===== config.mk =====
export PLATFORM = sky130hd
export DESIGN_NAME = control_unit_flat
export DESIGN_NICKNAME = d
export VERILOG_FILES = /design/src/rtl/cpu_pkg.sv /design/src/rtl/control_unit_if.sv /design/src/rtl/cu_decode.sv /design/src/rtl/control_unit.sv /design/src/flat_wrapper.sv
export SDC_FILE = /design/constraint.sdc
export NUM_CORES = 1
export LEC_CHECK = 0
export BUFFER_PORTS_ARGS = -buffer_cell sky130_fd_sc_hd__clkbuf_2
export CORE_MARGIN = 1.5
export CORE_UTILIZATION = 41
export CTS_BUF_LIST = sky130_fd_sc_hd__clkbuf_8
export CTS_CLUSTER_DIAMETER = 50
export DETAILED_ROUTE_END_ITERATION = 8
export PLACE_DENSITY = 0.87
export SKIP_LAST_GASP = 1
export SLEW_MARGIN = 20
export SYNTH_ARGS = -nofsm -noshare
export SYNTH_HDL_FRONTEND = slang
export SYNTH_SLANG_ARGS = --single-unit

===== constraint.sdc =====
create_clock -name clk -period 2.8 [get_ports clk]
set_input_delay 0.42 -clock clk [delete_from_list [all_inputs] [get_ports clk]]
set_output_delay 0.42 -clock clk [all_outputs]
set_load 0.02 [all_outputs]

===== src/rtl/cpu_pkg.sv =====
// Shared CPU definitions: control-unit state encoding, opcode constants and
// the instruction classes produced by the opcode decoder.
package cpu_pkg;

  typedef enum logic [3:0] {
    S_IDLE = 4'd0,
    S_T0   = 4'd1,
    S_T1   = 4'd2,
    S_T2   = 4'd3,
    S_T3   = 4'd4,
    S_T4   = 4'd5,
    S_T5   = 4'd6,
    S_T6   = 4'd7,
    S_T7   = 4'd8,
    S_HALT = 4'd9
  } state_e;

  localparam logic [4:0] OP_LD   = 5'b00000;
  localparam logic [4:0] OP_LDI  = 5'b00001;
  localparam logic [4:0] OP_ST   = 5'b00010;
  localparam logic [4:0] OP_ADD  = 5'b00011;
  localparam logic [4:0] OP_SUB  = 5'b00100;
  localparam logic [4:0] OP_AND  = 5'b00101;
  localparam logic [4:0] OP_OR   = 5'b00110;
  localparam logic [4:0] OP_ADDI = 5'b01100;
  localparam logic [4:0] OP_HALT = 5'b11011;

  typedef enum logic [2:0] {
    IC_LD    = 3'd0,
    IC_LDI   = 3'd1,
    IC_ST    = 3'd2,
    IC_ALU_R = 3'd3,
    IC_ADDI  = 3'd4,
    IC_HALT  = 3'd5,
    IC_NOP   = 3'd6
  } iclass_e;

  typedef enum logic [1:0] {
    ALU_ADD = 2'd0,
    ALU_SUB = 2'd1,
    ALU_AND = 2'd2,
    ALU_OR  = 2'd3
  } alu_sel_e;

  // Complete set of control strobes for one state.
  typedef struct packed {
    logic pc_out;
    logic mdr_out;
    logic zlow_out;
    logic zhigh_out;
    logic c_out;
    logic pc_in;
    logic ir_in;
    logic mar_in;
    logic mdr_in;
    logic y_in;
    logic z_in;
    logic inc_pc;
    logic gra;
    logic grb;
    logic grc;
    logic r_in;
    logic r_out;
    logic ba_out;
    logic read;
    logic write_mem;
    logic alu_add;
    logic alu_sub;
    logic alu_and;
    logic alu_or;
    logic run;
  } ctrl_t;

  localparam ctrl_t CTRL_NONE = '0;

endpackage


===== src/rtl/control_unit_if.sv =====
// Control-unit bus: instruction/memory inputs and every datapath strobe.
interface control_unit_if;

  logic [31:0] ir;
  logic        mem_ready;

  logic PCout, MDRout, Zlowout, Zhighout, Cout;
  logic PCin, IRin, MARin, MDRin, Yin, Zin, IncPC;
  logic Gra, Grb, Grc, Rin, Rout, BAout;
  logic Read, write_mem;
  logic ADD, SUB, AND, OR;
  logic run;

  modport master (
    output ir, mem_ready,
    input  PCout, MDRout, Zlowout, Zhighout, Cout,
    input  PCin, IRin, MARin, MDRin, Yin, Zin, IncPC,
    input  Gra, Grb, Grc, Rin, Rout, BAout,
    input  Read, write_mem,
    input  ADD, SUB, AND, OR,
    input  run
  );

  modport slave (
    input  ir, mem_ready,
    output PCout, MDRout, Zlowout, Zhighout, Cout,
    output PCin, IRin, MARin, MDRin, Yin, Zin, IncPC,
    output Gra, Grb, Grc, Rin, Rout, BAout,
    output Read, write_mem,
    output ADD, SUB, AND, OR,
    output run
  );

endinterface


===== src/rtl/cu_decode.sv =====
// Opcode decoder: maps a 5-bit opcode to an instruction class and ALU select.
module cu_decode
  import cpu_pkg::*;
(
  input  logic [4:0] opcode_i,
  output iclass_e    iclass_o,
  output alu_sel_e   alu_sel_o
);

  // Unlisted opcodes fall through to NOP so an illegal word simply refetches.
  always_comb begin
    iclass_o  = IC_NOP;
    alu_sel_o = ALU_ADD;
    case (opcode_i)
      OP_LD:   iclass_o = IC_LD;
      OP_LDI:  iclass_o = IC_LDI;
      OP_ST:   iclass_o = IC_ST;
      OP_ADD: begin
        iclass_o  = IC_ALU_R;
        alu_sel_o = ALU_ADD;
      end
      OP_SUB: begin
        iclass_o  = IC_ALU_R;
        alu_sel_o = ALU_SUB;
      end
      OP_AND: begin
        iclass_o  = IC_ALU_R;
        alu_sel_o = ALU_AND;
      end
      OP_OR: begin
        iclass_o  = IC_ALU_R;
        alu_sel_o = ALU_OR;
      end
      OP_ADDI: iclass_o = IC_ADDI;
      OP_HALT: iclass_o = IC_HALT;
      default: iclass_o = IC_NOP;
    endcase
  end

endmodule


===== src/rtl/control_unit.sv =====
// Moore control unit sequencing fetch/execute states T0..T7 plus IDLE/HALT.
// Optional feature macro CU_MEM_WAIT_EN: stall memory states until mem_ready.
module control_unit
  import cpu_pkg::*;
(
  input  logic           clk,
  input  logic           reset,
  control_unit_if.slave  cu_bus
);

  state_e   state_q, state_d;
  iclass_e  iclass;
  alu_sel_e alu_sel;
  ctrl_t    ctrl;
  logic     mem_wait;

  cu_decode u_decode (
    .opcode_i  (cu_bus.ir[31:27]),
    .iclass_o  (iclass),
    .alu_sel_o (alu_sel)
  );

  logic unused_ir_low;
  assign unused_ir_low = ^cu_bus.ir[26:0];

`ifdef CU_MEM_WAIT_EN
  assign mem_wait = ~cu_bus.mem_ready;
`else
  logic unused_mem_ready;
  assign unused_mem_ready = cu_bus.mem_ready;
  assign mem_wait         = 1'b0;
`endif

  // State register; reset wins over any pending stall.
  always_ff @(posedge clk) begin
    if (reset) begin
      state_q <= S_IDLE;
    end else begin
      state_q <= state_d;
    end
  end

  // Next-state sequencing.
  always_comb begin
    state_d = state_q;
    case (state_q)
      S_IDLE: state_d = S_T0;
      S_T0:   state_d = S_T1;
      S_T1:   state_d = mem_wait ? S_T1 : S_T2;
      S_T2:   state_d = S_T3;
      S_T3: begin
        if (iclass == IC_HALT) begin
          state_d = S_HALT;
        end else if (iclass == IC_NOP) begin
          state_d = S_T0;
        end else begin
          state_d = S_T4;
        end
      end
      S_T4:   state_d = S_T5;
      S_T5: begin
        if ((iclass == IC_LD) || (iclass == IC_ST)) begin
          state_d = S_T6;
        end else begin
          state_d = S_T0;
        end
      end
      S_T6: begin
        if ((iclass == IC_LD) && mem_wait) begin
          state_d = S_T6;
        end else begin
          state_d = S_T7;
        end
      end
      S_T7: begin
        if ((iclass == IC_ST) && mem_wait) begin
          state_d = S_T7;
        end else begin
          state_d = S_T0;
        end
      end
      S_HALT: state_d = S_HALT;
      default: state_d = S_IDLE;
    endcase
  end

  // Strobe decode from the present state (execute states qualified by class).
  always_comb begin
    ctrl     = CTRL_NONE;
    ctrl.run = (state_q != S_HALT);
    case (state_q)
      S_T0: begin
        ctrl.inc_pc = 1'b1;
        ctrl.pc_in  = 1'b1;
        ctrl.mar_in = 1'b1;
      end
      S_T1: begin
        ctrl.read   = 1'b1;
        ctrl.mdr_in = 1'b1;
      end
      S_T2: begin
        ctrl.mdr_out = 1'b1;
        ctrl.ir_in   = 1'b1;
      end
      S_T3: begin
        case (iclass)
          IC_LD, IC_LDI, IC_ST: begin
            ctrl.grb    = 1'b1;
            ctrl.ba_out = 1'b1;
            ctrl.y_in   = 1'b1;
          end
          IC_ALU_R, IC_ADDI: begin
            ctrl.grb   = 1'b1;
            ctrl.r_out = 1'b1;
            ctrl.y_in  = 1'b1;
          end
          default: ctrl.y_in = 1'b0;
        endcase
      end
      S_T4: begin
        case (iclass)
          IC_ALU_R: begin
            ctrl.grc     = 1'b1;
            ctrl.r_out   = 1'b1;
            ctrl.z_in    = 1'b1;
            ctrl.alu_add = (alu_sel == ALU_ADD);
            ctrl.alu_sub = (alu_sel == ALU_SUB);
            ctrl.alu_and = (alu_sel == ALU_AND);
            ctrl.alu_or  = (alu_sel == ALU_OR);
          end
          IC_LD, IC_LDI, IC_ST, IC_ADDI: begin
            ctrl.c_out   = 1'b1;
            ctrl.alu_add = 1'b1;
            ctrl.z_in    = 1'b1;
          end
          default: ctrl.z_in = 1'b0;
        endcase
      end
      S_T5: begin
        case (iclass)
          IC_LD, IC_ST: begin
            ctrl.zlow_out = 1'b1;
            ctrl.mar_in   = 1'b1;
          end
          IC_LDI, IC_ALU_R, IC_ADDI: begin
            ctrl.zlow_out = 1'b1;
            ctrl.gra      = 1'b1;
            ctrl.r_in     = 1'b1;
          end
          default: ctrl.zlow_out = 1'b0;
        endcase
      end
      S_T6: begin
        case (iclass)
          IC_LD: begin
            ctrl.read   = 1'b1;
            ctrl.mdr_in = 1'b1;
          end
          IC_ST: begin
            ctrl.gra    = 1'b1;
            ctrl.r_out  = 1'b1;
            ctrl.mdr_in = 1'b1;
          end
          default: ctrl.mdr_in = 1'b0;
        endcase
      end
      S_T7: begin
        case (iclass)
          IC_LD: begin
            ctrl.mdr_out = 1'b1;
            ctrl.gra     = 1'b1;
            ctrl.r_in    = 1'b1;
          end
          IC_ST:   ctrl.write_mem = 1'b1;
          default: ctrl.write_mem = 1'b0;
        endcase
      end
      default: ctrl.run = (state_q != S_HALT);
    endcase
  end

  assign cu_bus.PCout     = ctrl.pc_out;
  assign cu_bus.MDRout    = ctrl.mdr_out;
  assign cu_bus.Zlowout   = ctrl.zlow_out;
  assign cu_bus.Zhighout  = ctrl.zhigh_out;
  assign cu_bus.Cout      = ctrl.c_out;
  assign cu_bus.PCin      = ctrl.pc_in;
  assign cu_bus.IRin      = ctrl.ir_in;
  assign cu_bus.MARin     = ctrl.mar_in;
  assign cu_bus.MDRin     = ctrl.mdr_in;
  assign cu_bus.Yin       = ctrl.y_in;
  assign cu_bus.Zin       = ctrl.z_in;
  assign cu_bus.IncPC     = ctrl.inc_pc;
  assign cu_bus.Gra       = ctrl.gra;
  assign cu_bus.Grb       = ctrl.grb;
  assign cu_bus.Grc       = ctrl.grc;
  assign cu_bus.Rin       = ctrl.r_in;
  assign cu_bus.Rout      = ctrl.r_out;
  assign cu_bus.BAout     = ctrl.ba_out;
  assign cu_bus.Read      = ctrl.read;
  assign cu_bus.write_mem = ctrl.write_mem;
  assign cu_bus.ADD       = ctrl.alu_add;
  assign cu_bus.SUB       = ctrl.alu_sub;
  assign cu_bus.AND       = ctrl.alu_and;
  assign cu_bus.OR        = ctrl.alu_or;
  assign cu_bus.run       = ctrl.run;

endmodule

===== src/flat_wrapper.sv =====
// flat-port wrapper written by rule: the top's interface ports become plain ports
module control_unit_flat import cpu_pkg::*;
  (clk, reset, cu_bus_ir, cu_bus_mem_ready, cu_bus_PCout, cu_bus_MDRout, cu_bus_Zlowout, cu_bus_Zhighout, cu_bus_Cout, cu_bus_PCin, cu_bus_IRin, cu_bus_MARin, cu_bus_MDRin, cu_bus_Yin, cu_bus_Zin, cu_bus_IncPC, cu_bus_Gra, cu_bus_Grb, cu_bus_Grc, cu_bus_Rin, cu_bus_Rout, cu_bus_BAout, cu_bus_Read, cu_bus_write_mem, cu_bus_ADD, cu_bus_SUB, cu_bus_AND, cu_bus_OR, cu_bus_run);
  control_unit_if cu_bus_i ();
  input  logic clk;
  input  logic reset;
  input wire logic [$bits(cu_bus_i.ir)-1:0] cu_bus_ir;
  input wire logic [$bits(cu_bus_i.mem_ready)-1:0] cu_bus_mem_ready;
  output wire logic [$bits(cu_bus_i.PCout)-1:0] cu_bus_PCout;
  output wire logic [$bits(cu_bus_i.MDRout)-1:0] cu_bus_MDRout;
  output wire logic [$bits(cu_bus_i.Zlowout)-1:0] cu_bus_Zlowout;
  output wire logic [$bits(cu_bus_i.Zhighout)-1:0] cu_bus_Zhighout;
  output wire logic [$bits(cu_bus_i.Cout)-1:0] cu_bus_Cout;
  output wire logic [$bits(cu_bus_i.PCin)-1:0] cu_bus_PCin;
  output wire logic [$bits(cu_bus_i.IRin)-1:0] cu_bus_IRin;
  output wire logic [$bits(cu_bus_i.MARin)-1:0] cu_bus_MARin;
  output wire logic [$bits(cu_bus_i.MDRin)-1:0] cu_bus_MDRin;
  output wire logic [$bits(cu_bus_i.Yin)-1:0] cu_bus_Yin;
  output wire logic [$bits(cu_bus_i.Zin)-1:0] cu_bus_Zin;
  output wire logic [$bits(cu_bus_i.IncPC)-1:0] cu_bus_IncPC;
  output wire logic [$bits(cu_bus_i.Gra)-1:0] cu_bus_Gra;
  output wire logic [$bits(cu_bus_i.Grb)-1:0] cu_bus_Grb;
  output wire logic [$bits(cu_bus_i.Grc)-1:0] cu_bus_Grc;
  output wire logic [$bits(cu_bus_i.Rin)-1:0] cu_bus_Rin;
  output wire logic [$bits(cu_bus_i.Rout)-1:0] cu_bus_Rout;
  output wire logic [$bits(cu_bus_i.BAout)-1:0] cu_bus_BAout;
  output wire logic [$bits(cu_bus_i.Read)-1:0] cu_bus_Read;
  output wire logic [$bits(cu_bus_i.write_mem)-1:0] cu_bus_write_mem;
  output wire logic [$bits(cu_bus_i.ADD)-1:0] cu_bus_ADD;
  output wire logic [$bits(cu_bus_i.SUB)-1:0] cu_bus_SUB;
  output wire logic [$bits(cu_bus_i.AND)-1:0] cu_bus_AND;
  output wire logic [$bits(cu_bus_i.OR)-1:0] cu_bus_OR;
  output wire logic [$bits(cu_bus_i.run)-1:0] cu_bus_run;
  assign cu_bus_i.ir = cu_bus_ir;
  assign cu_bus_i.mem_ready = cu_bus_mem_ready;
  assign cu_bus_PCout = cu_bus_i.PCout;
  assign cu_bus_MDRout = cu_bus_i.MDRout;
  assign cu_bus_Zlowout = cu_bus_i.Zlowout;
  assign cu_bus_Zhighout = cu_bus_i.Zhighout;
  assign cu_bus_Cout = cu_bus_i.Cout;
  assign cu_bus_PCin = cu_bus_i.PCin;
  assign cu_bus_IRin = cu_bus_i.IRin;
  assign cu_bus_MARin = cu_bus_i.MARin;
  assign cu_bus_MDRin = cu_bus_i.MDRin;
  assign cu_bus_Yin = cu_bus_i.Yin;
  assign cu_bus_Zin = cu_bus_i.Zin;
  assign cu_bus_IncPC = cu_bus_i.IncPC;
  assign cu_bus_Gra = cu_bus_i.Gra;
  assign cu_bus_Grb = cu_bus_i.Grb;
  assign cu_bus_Grc = cu_bus_i.Grc;
  assign cu_bus_Rin = cu_bus_i.Rin;
  assign cu_bus_Rout = cu_bus_i.Rout;
  assign cu_bus_BAout = cu_bus_i.BAout;
  assign cu_bus_Read = cu_bus_i.Read;
  assign cu_bus_write_mem = cu_bus_i.write_mem;
  assign cu_bus_ADD = cu_bus_i.ADD;
  assign cu_bus_SUB = cu_bus_i.SUB;
  assign cu_bus_AND = cu_bus_i.AND;
  assign cu_bus_OR = cu_bus_i.OR;
  assign cu_bus_run = cu_bus_i.run;
  control_unit u_core (.clk(clk), .reset(reset), .cu_bus(cu_bus_i));
endmodule

# --- Yosys cells after proc, flatten, opt, wreduce, memory -nomap -nowiden ---
# Cells that the tools add are included.
totals:
  ff_bits: 4
classes:
  n_eq_ne: 27
  muxes: 34
  n_reduce_logical: 13
op_table:
  columns: ["operator", "n"]
  rows:
  - ["one-hot mux 4 bit (9 select lines)", 1]
  - ["two-way mux 1 bit", 18]
  - ["one-hot mux 3 bit (6 select lines)", 1]
  - ["equality test 4 x 3 -> 1 bit, second input constant", 4]
  - ["equality test 5 x 3 -> 1 bit, second input constant", 3]
  - ["one-hot mux 1 bit (2 select lines)", 6]
  - ["equality test 5 x 2 -> 1 bit, second input constant", 2]
  - ["equality test 3 bit, second input constant", 3]
  - ["two-way mux 3 bit", 3]
  - ["equality test 4 x 2 -> 1 bit, second input constant", 2]
  - ["equality test 4 bit, second input constant", 2]
  - ["two-way mux 4 bit", 2]
  - ["OR reduction 4 bit", 2]
  - ["equality test 3 x 2 -> 1 bit, second input constant", 2]
  - ["one-hot mux 1 bit (3 select lines)", 2]
  - ["one-hot mux 2 bit (3 select lines)", 1]
  - ["OR reduction 2 bit", 3]
  - ["OR reduction 3 bit", 2]
  - ["equality test 5 x 1 -> 1 bit, second input constant", 1]
  - ["equality test 5 x 4 -> 1 bit, second input constant", 1]
  - ["equality test 5 bit, second input constant", 1]
  - ["zero test 5 bit", 1]
  - ["OR reduction 5 bit", 1]
  - ["equality test 2 bit, second input constant", 2]
  - ["other kinds (8)", 8]

# --- Logic depth before layout (Yosys ltp) ---
# Gate-level depths: netlist (run 1).
logic_depth:
  word_depth: 7
  mapped_depth: 5

# --- Modules after synthesis ---
# A second synthesis (run 1) with hierarchy kept.
unflattened:
  hier_cells: 98
  hier_area_um2: 665.6
modules_own_cells:
  columns: ["module", "instances", "cells_each", "area_each_um2", "seq_area_each_um2"]
  rows:
  - ["control_unit", 1, 85, 564.3, 80.1]
  - ["cu_decode", 1, 13, 101.3, 0.0]

# --- Least setup slack after synthesis (run 1) ---
# Ideal clock, no wire load.
synth_path:
  path_kind: "input -> output"
  startpoint: "input cu_bus_ir[31]"
  endpoint: "output cu_bus_OR"
  t_arrival_ns: 1.691
  path_slack_ns: 0.689
  cell_stages: 3
  path_buffers: 1
  cell_sequence: "buf_2 -> or3_1 -> nor4_1"
synth_via:
  elab_chain_len: 6
  elab_cells_between_ends: 16
synth_lines:
  columns: ["element", "line", "source"]
  rows:
  - ["start, declared", "flat_wrapper.sv:7", "input wire logic [$bits(cu_bus_i.ir)-1:0] cu_bus_ir;"]
  - ["equality test 5 x 3 -> 1 bit / equality test 5 x 2 -> 1 bit (equally long branches)", "cu_decode.sv:14", "case (opcode_i)"]
  - ["OR reduction 4 bit (no line)", null, null]
  - ["one-hot mux 3 bit (6 select lines)", "cu_decode.sv:14", null]
  - ["equality test 3 x 2 -> 1 bit", "control_unit.sv:121", "case (iclass)"]
  - ["two-way mux 3 bit (*)", "control_unit.sv:121", null]
  - ["two-way mux 4 bit (*)", "control_unit.sv:91", "case (state_q)"]
  - ["end, declared", "flat_wrapper.sv:32", "output wire logic [$bits(cu_bus_i.OR)-1:0] cu_bus_OR;"]
# Mark *: on every way between the ends. The rest lies on a longest branch, timed or not.

# --- Worst setup path after layout (run 1) ---
layout_path:
  startpoint: "register u_core.state_q[0]"
  endpoint: "output cu_bus_AND"
layout_via:
  elab_chain_len: 2
layout_lines:
  columns: ["element", "line", "source"]
  rows:
  - ["start, declared", "control_unit.sv:11", "state_e state_q, state_d;"]
  - ["start signal, assigned", "control_unit.sv:39", "state_q <= state_d;"]
  - ["equality test 4 x 3 -> 1 bit", "control_unit.sv:91", null]
  - ["two-way mux 4 bit", "control_unit.sv:91", null]
  - ["end, declared", "flat_wrapper.sv:31", "output wire logic [$bits(cu_bus_i.AND)-1:0] cu_bus_AND;"]
# Every way passes these cells.

==> results_dict.tcl, run 1 <==
set metrics [dict create \
    status "finished clean" \
    min_path_type "primary input to flop" \
    antenna_found_initial 0 \
    antenna_cells 0 \
    dieArea_um2 1890 \
    finalSetupViolCount 0 \
    dp_slack_ps 706 \
    path_max_fanout 19 \
    path_cells "or4b_4, nor4b_2, clkbuf_2" \
    min_period_over_period_pct 83.2 \
    cts_made_buffers 3 \
    place_congestion 0.860 \
    vias_per_cell 5.94 \
    routed_wl_mm 1.83 \
    grt_setup_unrepaired "no" \
    critPathCaptureType "output pin" \
    start_util_pct 44.2 \
    nNetsFinal 162 \
    min_period_ps 2330 \
    syn_area_um2 673 \
    drive_above_1_share_pct 31.2 \
    synth_ff_type "dfxtp_1" \
    cts_root_buffer "clkbuf_8" \
    post-cts-setup-buffers 0 \
    ys_types 38 \
    synth_edf_count 0 \
    grt_pass1_wl_mm 2.87 \
    setup_ws_ps 471 \
    fmax_ghz 0.429 \
    synth_most_common_cell "nor2_1" \
    post_cts_resized 0 \
    synth_area_leaders "dfxtp_1 (12%), nor2_1 (8.9%), nand2_1 (6.1%), a21oi_1 (5.2%), nor2b_1 (4.6%)" \
    worst_pin_slew_ps 576 \
    cp.arrival_ps 1910 \
    synthArstFlopShare_pct 0 \
    fp.dieH_um 43.5 \
    maxSlewViolCount 0 \
    ant_nets 0 \
    die_w_um 43.5 \
    cts.sinks 4 \
    grt-ovfl-total 0 \
    drc 0 \
    critical-path-max-stage-delay_ps 670 \
    top_regs "u_core.state_q: 4 flops" \
    hold_viol_final 0 \
    cts_tree "done" \
    fp-row-count 14 \
    vdd_drop_max_uv 285 \
    p_leak_nw 0.343 \
    seq_area_um2 80.1 \
    max_cap_violations 0 \
    yosysTopAreaCellShare_pct 11.9 \
    fill_cells 154 \
    cp_slowest_cell "dfxtp_1" \
    syn_inst 104 \
    fin_util_pct 53.8 \
    required_ps 2380 \
    dr_total_vias 837 \
    clockBufferDepth 2 \
    insertion_delay_ps 210 \
    grt_max_degree 20 \
    setup_tns_ps 0 \
    first_pass_iters 4 \
    r2r_slack_ps 1300 \
    ys_ff_latch 4 \
    wl_per_cell_um 13.0 \
    relSlewSlack_pct 61.6 \
    clk_pin_slew_ps 30 \
    htreeDepth 1 \
    criticalPathCategory "flop to output pin" \
    ys_top_cells_by_count "nor2_1 (16), nand2_1 (11), a21oi_1 (7), buf_2 (6)" \
    ioPinCount 60 \
    path_delay_family "simple AND/OR/NAND/NOR gates" \
    largest_register_ffs 4 \
    synth_warnings 0 \
    core_um2 1520 \
    stdcell_count 141 \
    cp-start-kind "flop" \
    avgSynthCellArea_um2 6.47 \
    cp_num_buf_inv 1 \
    power_density_nw_per_um2 340 \
    yosysSeqAreaShare_pct 11.9 \
    regMostFlops "u_core.state_q" \
    cts_hold_buf 0 \
    areaGrowthSynthToFinish_pct 21.7 \
    multiInputGateArea_um2 510 \
    place_inst 138 \
    grt.total_usage_pct 19.3 \
    synth_top_cell_by_area "dfxtp_1" \
    hpwlAfterDp_mm 1.36 \
    first_global_vias 713 \
    fin_skew_ps 0.907 \
    drtIter0Drc 30 \
    io_buffer_count 29 \
]
[power breakdown]
group          switching (W)  total [W]  internal [W]
combinational      0.0000616  0.0000918     0.0000302
clock              0.0000252   0.000116     0.0000912
sequential         0.0000101  0.0000708     0.0000607
[worst paths after layout]
kind,cells after the start,from,end
worst max-delay path,3,u_core.state_q[0]$_SDFF_PP0_,cu_bus_AND
worst min-delay path,2,reset,u_core.state_q[0]$_SDFF_PP0_
worst max register to register,4,u_core.state_q[0]$_SDFF_PP0_,u_core.state_q[3]$_SDFF_PP0_
worst min register to register,1,u_core.state_q[3]$_SDFF_PP0_,u_core.state_q[1]$_SDFF_PP0_
[area by class of cell]
class                   count  share of cell area, %
multi-input cells          84                   62.3
clock buffers               3                   5.04
repair buffers             30                   18.6
flip-flops and latches      4                   9.77
inverters                   4                   1.83
well taps                  16                   2.44
[metrics by stage]
stage / hold WS [ps] / area (um2) / power, W
global placement: 638 / 778 / 0.000158
detailed placement: 648 / 778 / 0.000162
global route: 432 / 820 / 0.000298
floorplan: 489 / 677 / 0.000142
finish: 425 / 820 / 0.000279
CTS: 424 / 820 / 0.000282
[worst reg2reg max path, delay by kind of cell (launching register included)]
kind               cells  cell delay [ps]
DFF                    1              480
AOI/OAI and AO/OA      1              170
and+or+nand+nor        3              770
[placed cells by master (no fill, tap or decap), drive strengths merged]
| master | synthesis | final |
|---|---|---|
| a32oi | 1 | 1 |
| inv | 4 | 4 |
| o32ai | 2 | 2 |
| nand3 | 1 | 1 |
| nor4 | 5 | 5 |
| o22ai | 1 | 1 |
| o21ai | 2 | 2 |
| nand3b | 1 | 1 |
| a221oi | 1 | 1 |
| clkbuf | 3 | 32 |
| nor2b | 5 | 5 |
| a31oi | 3 | 3 |
| a22o | 1 | 1 |
| buf | 10 | 1 |
| nand2b | 2 | 2 |
| conb | 1 | 2 |
| nand4 | 1 | 1 |
| or3 | 2 | 2 |
| nand2 | 12 | 12 |
| a22oi | 1 | 1 |
| nor4b | 2 | 2 |
| nor3 | 5 | 5 |
| a21oi | 7 | 7 |
| o2bb2ai | 2 | 2 |
| nor2 | 16 | 16 |
| or4b | 1 | 1 |
| a2bb2oi | 1 | 1 |
| and2 | 2 | 2 |
| and3 | 2 | 2 |
| dfxtp | 4 | 4 |
| or4 | 2 | 2 |
| xor2 | 1 | 1 |
[per-layer routing]
metal	track usage [%]	vias up	routed length, um
li1	-	410	-
met1	22.3	384	794
met2	32.8	37	901
met3	2.50	6	106
met4	13.3	0	31
met5	0	-	0
[kinds of logic (layout without fill, tap and decap cells)]
kind of cell / after synthesis / after routing / synth area share, %
buffers and inverters: 17 / 37 / 12.8
AOI/OAI and AO/OA: 22 / 22 / 23.1
xor gates and xnor gates: 1 / 1 / 1.30
DFF: 4 / 4 / 11.9
other: 1 / 2 / 0.557
and+or+nand+nor: 59 / 59 / 50.4
Note: power is estimated with default switching activity, not from simulation.
==> run 2, diff against run 1 <==
Settings changed: CORE_UTILIZATION 41 to 35, PLACE_DENSITY 0.87 to 0.79.
Clock period 2.8 ns to 2.1 ns, I/O delays scaled along.
==> run 2 against run 1 <==
Routed wire length is 2.1% higher; total power is 36% higher; worst setup slack worse by 380 ps; clock skew is 0.80 ps lower; die area is 16% higher; sequential power is 29% higher; global-route usage is 0.097 points lower; combinational power is 41% higher; final cell count is 7.8% higher; critical endpoint unchanged.
==> results_dict.tcl, run 2 (synthesized netlist as in run 1, its figures left out) <==
set metrics [dict create \
    status "finished clean" \
    final_cell_mix "clkbuf_2 (29), nor2_1 (16), nand2_1 (11), a21oi_1 (7)" \
    p_int_w 0.000245 \
    gr-usage-met3_pct 4.23 \
    areaGrowthSynthToFinish_pct 25.8 \
    min_period_ps 2010 \
    wl_per_cell_um 12.3 \
    antenna_found_initial 0 \
    dieArea_um2 2200 \
    path_max_fanout 8 \
    drtIter0Drc 42 \
    hold_viol_final 0 \
    place_congestion 0.877 \
    maxSlewViolCount 0 \
    fmax_ghz 0.498 \
    cts_made_buffers 3 \
    fp.dieH_um 46.9 \
    finalSetupViolCount 0 \
    dr_total_vias 847 \
    setup_tns_ps 0 \
    grt_setup_unrepaired "no" \
    power.switching_w 0.000133 \
    switching_share_pct 35.2 \
    htreeDepth 1 \
    path_cells "or4b_4, nor4b_2, clkbuf_2" \
    criticalPathCategory "flop to output pin" \
    seq_power_share_pct 24.2 \
    critical-path-max-stage-delay_ps 540 \
    min_period_over_period_pct 95.7 \
    die_w_um 46.9 \
    cts_hold_buf 0 \
    grt_pass1_wl_mm 3.06 \
    clk_pin_slew_ps 30 \
    p_comb_share_pct 34.0 \
    met1_usage_pct 23.4 \
    p_clk_share_pct 41.8 \
    cts_root_buffer "clkbuf_8" \
    fin_util_pct 48.0 \
    critPathCaptureType "output pin" \
    fill_cells 192 \
    fp-row-count 15 \
    hpwlAfterDp_mm 1.42 \
    start_util_pct 38.2 \
    post_cts_resized 0 \
    vias_per_cell 5.57 \
    insertion_delay_ps 210 \
    largest_register_ffs 4 \
    layout_commonest_cell "clkbuf_2" \
    clockBufferDepth 2 \
    grt.busiest_layer "met2" \
    vdd_drop_max_uv 370 \
    ant_nets 0 \
    max_cap_violations 0 \
    first_pass_iters 4 \
    io_buffer_count 29 \
    hold_depth 2 \
    ioPinCount 60 \
    cp.arrival_ps 1690 \
    setup_ws_ps 91.3 \
    drc 0 \
    grt-ovfl-total 0 \
    cp-start-kind "flop" \
    cts.sinks 4 \
    first_global_vias 730 \
    top_regs "u_core.state_q: 4 flops" \
    antenna_cells 0 \
    drive_above_1_share_pct 33.1 \
    required_ps 1780 \
    p_leak_nw 0.354 \
    routed_wl_mm 1.87 \
    dp_slack_ps 231 \
    cts_tree "done" \
    use_met2_pct 30.4 \
    regMostFlops "u_core.state_q" \
    fin_skew_ps 0.106 \
    ff2ff_path_depth 4 \
    totalPowerFinal_w 0.000378 \
    min_path_type "primary input to flop" \
    holdWs_ps 308 \
    grt_max_degree 15 \
    cp_slowest_cell "or4b_4" \
    post-cts-setup-buffers 0 \
    power_density_nw_per_um2 447 \
    core_um2 1760 \
    nNetsFinal 164 \
    grt.total_usage_pct 19.2 \
]
run 2: changes by cell type in the layout (fill, tap and decap cells not counted):
cell     previous run  this run
dfxtp_2             0         1
buf_4               1         3
dfxtp_1             4         3
run 2: path summary, 6_finish.rpt:
path / startpoint / to / slack, ps
max: u_core.state_q[0]$_SDFF_PP0_ / cu_bus_AND / 90
min: reset / u_core.state_q[1]$_SDFF_PP0_ / 310
max reg2reg: u_core.state_q[0]$_SDFF_PP0_ / u_core.state_q[3]$_SDFF_PP0_ / 780
min reg2reg: u_core.state_q[3]$_SDFF_PP0_ / u_core.state_q[1]$_SDFF_PP0_ / 630
run 2: metrics by stage:
step           instance area, um2  cells
3_3_place_gp                  805    149
3_5_place_dp                  805    149
2_1_floorplan                 677    105
5_1_grt                       847    152
6_report                      847    152
4_1_cts                       846    152
run 2: final cells by class:
class                      count  area, um2  share of cell area (%)
clock buffer                   3       41.3                    4.87
inverter                       4       15.0                    1.77
multi-input combinational     84        510                    60.3
sequential                     4       81.3                    9.60
tap                           25       31.3                    3.69
timing repair buffer          32        168                    19.8
run 2: layer usage:
| metal | vias up | part of all wire (%) |
|---|---|---|
| li1 | 417 | - |
| met1 | 366 | 40 |
| met2 | 54 | 47 |
| met3 | 10 | 9.1 |
| met4 | 0 | 4.0 |
| met5 | - | 0 |
run 2: critical path, delay by kind of cell (launching register included):
| family | cells | cell delay, ps |
|---|---|---|
| buffers and inverters | 1 | 210 |
| DFF | 1 | 480 |
| and+or+nand+nor | 2 | 790 |
run 2: power groups by stage:
stage / combinational, W / sequential (W) / clock [W]
floorplan: 0.000104 / 0.0000843 / 0
global placement: 0.000123 / 0.0000910 / 0
detailed placement: 0.000127 / 0.0000911 / 0
CTS: 0.000127 / 0.0000902 / 0.000162
global route: 0.000142 / 0.0000920 / 0.000169
finish: 0.000129 / 0.0000914 / 0.000158
==> run 3, diff against run 2 <==
Settings changed: CELL_PAD_IN_SITES_DETAIL_PLACEMENT from default to 0, CELL_PAD_IN_SITES_GLOBAL_PLACEMENT from default to 1, CORE_ASPECT_RATIO from default to 2, CORE_UTILIZATION 35 to 21, PLACE_DENSITY 0.79 to default, PLACE_DENSITY_LB_ADDON from default to 0.1.
==> run 3 against run 2 <==
Global-route usage decreased by 6.0 points; final cell count up 6.6%; sequential share of layout area shrank 0.66 points; hold slack better by 13 ps; sequential power shrank 6.0%.
==> results_dict.tcl, run 3 (synthesized netlist as in run 1, its figures left out) <==
set metrics [dict create \
    grt_setup_unrepaired "yes" \
    final_cell_mix "clkbuf_2 (28), nor2_1 (16), nand2_1 (11), buf_4 (8), a21oi_1 (7)" \
    grt-ovfl-total 0 \
    max_cap_violations 0 \
    grt.total_usage_pct 13.2 \
    ioPinCount 60 \
    wl_per_cell_um 13.9 \
    dr_total_vias 812 \
    fp-row-count 28 \
    grt_pass1_wl_mm 3.79 \
    regMostFlops "u_core.state_q" \
    drc 0 \
    hpwlAfterDp_mm 1.87 \
    cp_num_buf_inv 2 \
    layout_commonest_cell "clkbuf_2" \
    post-cts-setup-buffers 0 \
    fmax_ghz 0.481 \
    power_density_nw_per_um2 432 \
    clk_pin_slew_ps 30 \
    required_ps 1780 \
    setup_tns_ps 0 \
    cp-start-kind "flop" \
    cts_made_buffers 3 \
    cts_root_buffer "clkbuf_8" \
    insertion_delay_ps 210 \
    nNetsFinal 169 \
    first_pass_iters 4 \
    ant_nets 0 \
    finalSetupViolCount 0 \
    p_leak_nw 0.381 \
    htreeDepth 1 \
    fill_cells 341 \
    drive_above_1_share_pct 35.6 \
    critPathCaptureType "output pin" \
    cts_tree "done" \
    cp.arrival_ps 1760 \
    cp_slowest_cell "or4b_4" \
    antenna_found_initial 0 \
    min_period_ps 2080 \
    stdcell_count 162 \
    totalPowerFinal_w 0.000387 \
    die_w_um 43.0 \
    core_um2 3010 \
    path_cells "buf_4, or4b_4, nor4b_2, buf_2" \
    min_path_type "primary input to flop" \
    cts_hold_buf 0 \
    critical-path-max-stage-delay_ps 550 \
    fin_util_pct 29.7 \
    post_cts_resized 0 \
    clockBufferDepth 2 \
    areaGrowthSynthToFinish_pct 33.1 \
    fp.dieH_um 83.1 \
    vias_per_cell 5.01 \
    largest_register_ffs 4 \
    io_buffer_count 29 \
    hold_viol_final 0 \
    grt_max_degree 14 \
    fin_skew_ps 3.23 \
    drtIter0Drc 17 \
    path_max_fanout 7 \
    top_regs "u_core.state_q: 4 flops" \
    place_inst 159 \
    place_congestion 0.772 \
    dieArea_um2 3570 \
    maxSlewViolCount 0 \
    path_delay_family "simple AND/OR/NAND/NOR gates" \
    min_period_over_period_pct 99.0 \
    criticalPathCategory "flop to output pin" \
    start_util_pct 22.3 \
    cts.sinks 4 \
    antenna_cells 0 \
    first_global_vias 800 \
    routed_wl_mm 2.25 \
    vdd_drop_max_uv 374 \
    status "finished clean" \
]
run 3: cell types whose count changed in the layout (fill, tap and decap cells not counted), sizes merged:
cell    before  now
buf          3    9
clkbuf      32   31
run 3: area by class of cell:
class                      count  area, um2  share of cell area (%)
clock buffer                   3       41.3                    4.61
inverter                       4       15.0                    1.68
multi-input combinational     84        517                    57.7
sequential                     4       80.1                    8.94
tap                           30       37.5                    4.19
timing repair buffer          37        205                    22.9
run 3: worst paths after layout:
path,startpoint,endpoint,slack (ps),cells past startpoint
setup / recovery,u_core.state_q[1]$_SDFF_PP0_,cu_bus_AND,20,4
hold / removal,reset,u_core.state_q[0]$_SDFF_PP0_,320,2
setup reg to reg,u_core.state_q[1]$_SDFF_PP0_,u_core.state_q[3]$_SDFF_PP0_,680,5
hold reg to reg,u_core.state_q[3]$_SDFF_PP0_,u_core.state_q[1]$_SDFF_PP0_,620,2
run 3: where the power goes:
part / leakage (nW) / switching, W / internal [W]
clock network: 0.0216 / 0.0000358 / 0.000122
logic: 0.326 / 0.0000944 / 0.0000490
registers: 0.0328 / 0.00000502 / 0.0000809
total: 0.381 / 0.000135 / 0.000252
run 3: per-stage QoR:
step / setup slack [ps] / area, um2 / hold slack [ps]
after floorplan: 193 / 677 / 384
after global placement: 212 / 848 / 540
after detailed placement: 191 / 848 / 546
after CTS: 5.93 / 890 / 320
after global routing: -18.8 / 896 / 322
final: 21.5 / 896 / 321
run 3: worst register-to-register path, cell delays in order, from the launching register on:
cell and delay, ps:
dfxtp_1 360, buf_4 180, nor2_1 230, nor4b_1 260, nand4_1 140, a21oi_1 170
run 3: layer usage:
layer | track usage [%] | share of wire (%) | vias up
met5 | 0 | 0 | -
met4 | 3.31 | 0 | 0
met3 | 0.870 | 2.4 | 0
met2 | 26.0 | 59 | 14
met1 | 14.1 | 38 | 374
li1 | - | - | 424
